==> src/rtl/imem_ctrl.sv <==
// Sequencer/arbiter for the single-port instruction memory: boot loader first, then round-robin with fetch.
// Optional IMEM_WRITE_LOCK_EN makes memory read-only once boot completes.
module imem_ctrl #(
  parameter int DATA_W = 20,
  parameter int ADDR_W = 5,
  parameter int DEPTH  = 32
) (
  input  logic              clk,
  input  logic              rst,
  input  logic              ld_valid,
  output logic              ld_ready,
  input  logic [ADDR_W-1:0] ld_addr,
  input  logic [DATA_W-1:0] ld_data,
  input  logic              ld_last,
  input  logic              fe_valid,
  output logic              fe_ready,
  input  logic [ADDR_W-1:0] fe_addr,
  output logic              fe_rvalid,
  output logic [DATA_W-1:0] fe_rdata,
  output logic [ADDR_W-1:0] fe_raddr,
  output logic              load_done,
  output logic [ADDR_W:0]   ld_count,
  output logic              mem_enable,
  output logic              mem_read_writenot,
  output logic [ADDR_W-1:0] mem_read_address,
  output logic [ADDR_W-1:0] mem_write_address,
  output logic [DATA_W-1:0] mem_in_data,
  input  logic [DATA_W-1:0] mem_out_data
);

  localparam logic [ADDR_W:0] LP_MAX = (ADDR_W+1)'(DEPTH);

  typedef enum logic {
    S_BOOT,
    S_RUN
  } state_t;

  state_t            r_state;
  state_t            w_state_nxt;
  logic              w_grant_ld;
  logic              w_grant_fe;
  logic              r_last_fe;
  logic [ADDR_W:0]   r_cnt;
  logic              r_rvalid;
  logic [ADDR_W-1:0] r_raddr;

  always_ff @(posedge clk) begin
    if (rst) r_state <= S_BOOT;
    else     r_state <= w_state_nxt;
  end

  always_comb begin
    w_state_nxt = r_state;
    w_grant_ld  = 1'b0;
    w_grant_fe  = 1'b0;
    if (!rst) begin
      unique case (r_state)
        S_BOOT: begin
          w_grant_ld = ld_valid;
          if (ld_valid && (ld_last || r_cnt == LP_MAX - 1'b1))
            w_state_nxt = S_RUN;
        end
        S_RUN: begin
`ifdef IMEM_WRITE_LOCK_EN
          w_grant_fe = fe_valid;
`else
          // On a tie, whoever was not served last goes next
          if (ld_valid && fe_valid) begin
            w_grant_fe = ~r_last_fe;
            w_grant_ld = r_last_fe;
          end else begin
            w_grant_fe = fe_valid;
            w_grant_ld = ld_valid;
          end
`endif
        end
        default: w_state_nxt = S_BOOT;
      endcase
    end
  end

  always_ff @(posedge clk) begin
    if (rst) begin
      r_last_fe <= 1'b0;
      r_cnt     <= '0;
      r_rvalid  <= 1'b0;
      r_raddr   <= '0;
    end else begin
      r_rvalid <= w_grant_fe;
      if (w_grant_fe)
        r_raddr <= fe_addr;
      if (w_grant_ld && r_cnt != LP_MAX)
        r_cnt <= r_cnt + 1'b1;
      if (w_grant_ld || w_grant_fe)
        r_last_fe <= w_grant_fe;
    end
  end

  assign ld_ready          = w_grant_ld;
  assign fe_ready          = w_grant_fe;
  assign mem_enable        = w_grant_ld | w_grant_fe;
  assign mem_read_writenot = ~w_grant_ld;
  assign mem_read_address  = fe_addr;
  assign mem_write_address = ld_addr;
  assign mem_in_data       = ld_data;
  assign fe_rvalid         = r_rvalid;
  assign fe_raddr          = r_raddr;
  assign fe_rdata          = mem_out_data;
  assign load_done         = (r_state == S_RUN);
  assign ld_count          = r_cnt;

endmodule

==> config.mk <==
export PLATFORM = sky130hd
export DESIGN_NAME = imem_ctrl
export DESIGN_NICKNAME = d
export VERILOG_FILES = /design/src/rtl/imem_ctrl.sv
export SDC_FILE = /design/constraint.sdc
export NUM_CORES = 1
export LEC_CHECK = 0
export CORE_AREA = 2 2 47 49
export CTS_BUF_LIST = sky130_fd_sc_hd__clkbuf_8 sky130_fd_sc_hd__clkbuf_16
export DETAILED_ROUTE_END_ITERATION = 8
export DIE_AREA = 0 0 49 51
export DONT_BUFFER_PORTS = 1
export GPL_ROUTABILITY_DRIVEN = 0
export PLACE_DENSITY = 0.75
export SKIP_LAST_GASP = 1
export SYNTH_ARGS = -nofsm -noshare
export SYNTH_HDL_FRONTEND = slang
export SYNTH_SLANG_ARGS = --single-unit
==> constraint.sdc <==
create_clock -name clk -period 1.98 [get_ports clk]
set_input_delay 0.495 -clock clk [delete_from_list [all_inputs] [get_ports clk]]
set_output_delay 0.495 -clock clk [all_outputs]
set_load 0.05 [all_outputs]
==> metrics.yaml <==
clocking:
  cts_buffers: 3
  post_cts_buffers: 0
  cts_resized: 0
  cts_tree: "yes"
  ctsLongestPathBuffers: 2
  cts_sinks: 14
  cts_root_buf: "clkbuf_8"
  clk_pin_slew_worst_paths_ps: 60
  holdBufCountCts: 0
  cts.htree.levels: 1
  clk_latency_ps: 240
floorplanning:
  die_h_microns: 51
  core_sq_mm: 0.00206
  die_w_microns: 49
  num_rows: 17
  io_pins: 122
  die-area_sq_mm: 0.00250
  start_util: 0.503
synthesis:
  synth_cell_types: 31
  yosys.area_share.xor_xnor: 0
  synthCells: 126
  synth_top_family_by_area: "buffers and inverters"
  yosysSeqAreaShare: 0.270
  synthMuxAreaShare: 0.0205
  synth_compound_area_frac: 0.129
  synth_edf_count: 0
  ys_ff_latch: 14
  synthSimpleGateAreaFrac: 0.158
  syn_nets: 183
  synthFlopType: "dfxtp_1"
  netlist_area_sq_mm: 0.00104
  avgSynthCellArea_sq_um: 8.23
  synth_fa_ha_area_frac: 0.0241
  yosys_warnings: 0
  synth_async_sr_flop_share: 0
detailed_routing:
  wl_per_cell_microns: 15.2
  routed_via_density: 5.84
  dr_total_vias: 678
  drt_pass1_iterations: 4
  drtAntennaViolNets: 0
  first_iter_violations: 6
  drc_errors: 0
  routed_wl_microns: 1760
timing:
  hold_viol: 0
  clock_skew_ps: 1.68
  hold_slack_ps: 314
  rsz0062_at_grt: "false"
  period_needed_ps: 1800
  max_freq_ghz: 0.555
  tns_ps: 0
  max-slew-margin-rel: 0.660
  finalCritPeriodShare: 0.910
  setup_viol_count_final: 0
  timing_worst_slew_pin_value_ps: 509
  maxSlewViolCount: 0
outcome:
  status: "finished, final reports clean"
setup_path:
  path_cells: "nand3b_1 > o21ai_2 > buf_12"
  worst_ep_arrival_time_ps: 1310
  cp_max_fo: 8
  cp-end-kind: "primary output"
  cpPeakStageDelay_ps: 360
  slowest_stage: "dfxtp_1"
  required_ps: 1480
  critPathKind: "reg2out"
  startpoint_type: "flop"
flow_run:
  cap_viol_max_count: 0
final_layout:
  antennaDiodeCount: 0
  syn_to_final_growth_pct: -19.3
  mostFrequentLayoutCell: "dfxtp_1"
  drive_above_1_share: 0.216
  stdcell_area_sq_um: 837
  most-common-layout-cells: "dfxtp_1 (14), buf_4 (10), a21oi_1 (9)"
  final_nets: 146
grt:
  overflow: 0
  antenna_found_initial: 0
  grt_pass1_vias: 611
  grt_first_pass_wirelength_microns: 2740
  grt.total_usage: 0.144
  grt_max_degree: 16
pwr:
  powerDensity_mw_per_mm2: 839
  ir_worst_vdd_uv: 490
  p_leak_nw: 0.323
hold_path:
  worstHoldPathType: "in2reg"
placed_design:
  post_dp_cell_area_sq_um: 782
  port_buffers: 0
  place_hpwl_microns: 1370
## routing by layer
layer,global-route usage,up-vias,wire length [microns]
met5,0,-,0
li1,-,303,-
met3,0.129,4,273
met2,0.215,70,778
met4,0.0524,0,13
met1,0.144,301,697
## synthesized netlist by cell type (all sizes together), types with 2 or more instances
library cell | count | share of area
nand3b | 2 | 0.014
and3b | 2 | 0.017
ha | 2 | 0.024
buf | 51 | 0.37
nand2 | 4 | 0.014
nor2 | 3 | 0.011
inv | 5 | 0.018
a21oi | 9 | 0.043
dfxtp | 14 | 0.27
nand4b | 2 | 0.017
o21ai | 8 | 0.039
nand3 | 6 | 0.029
clkbuf | 2 | 0.0072
## metrics by stage
| stage | power (mW) | util | cells | setup WS, ps |
|---|---|---|---|---|
| floorplan | 0.677 | - | 126 | -30.6 |
| global placement | 0.431 | 0.379 | 112 | 298 |
| detailed placement | 0.435 | 0.379 | 112 | 240 |
| CTS | 0.715 | 0.406 | 116 | 171 |
| global route | 0.731 | 0.406 | 116 | 57.9 |
| finish | 0.703 | 0.406 | 116 | 178 |
## worst max-delay path: cells and delay by family (launching register included)
family	cells	cell delay [ps]
flip-flops	1	360
AO/OA/AOI/OAI	1	270
AND/OR/NAND/NOR	1	270
buffers and inverters	1	160
## worst paths after layout
check                                         startpoint                       end  slack, ps  cells after the start
worst max register to register      load_done$_SDFF_PP0_  ld_count[5]$_SDFFE_PP0P_        430                      4
worst min-delay path                                 rst  ld_count[2]$_SDFFE_PP0P_        310                      1
worst min register to register  ld_count[4]$_SDFFE_PP0P_  ld_count[4]$_SDFFE_PP0P_        530                      2
worst max-delay path                load_done$_SDFF_PP0_                mem_enable        180                      3
## power breakdown
part / internal [mW] / switching, mW
clock network: 0.176 / 0.0987
registers: 0.294 / 0.0169
logic: 0.0384 / 0.0791
## cell type report
cell class	count	area [sq um]
timing repair buffer	11	95.1
sequential	14	280
clock buffer	4	55.1
fill	229	1230
multi-input combinational	54	353
inverter	5	18.8
tap	28	35.0
## registers in the layout, summed over array words and instances, names as in the netlist
| name | cells |
|---|---|
| ld_count | 6 |
| fe_raddr | 5 |
| fe_rvalid | 1 |
| load_done | 1 |
| r_last_fe | 1 |
## logic make-up (layout without fill, tap and decap cells)
logic type / after synthesis / after routing
AO/OA/AOI/OAI: 23 / 23
adder cells (fa/ha/maj): 2 / 2
buffers and inverters: 58 / 20
flip-flops: 14 / 14
multiplexers: 2 / 2
AND/OR/NAND/NOR: 27 / 27
No activity file was read; power rests on OpenSTA's default activity.
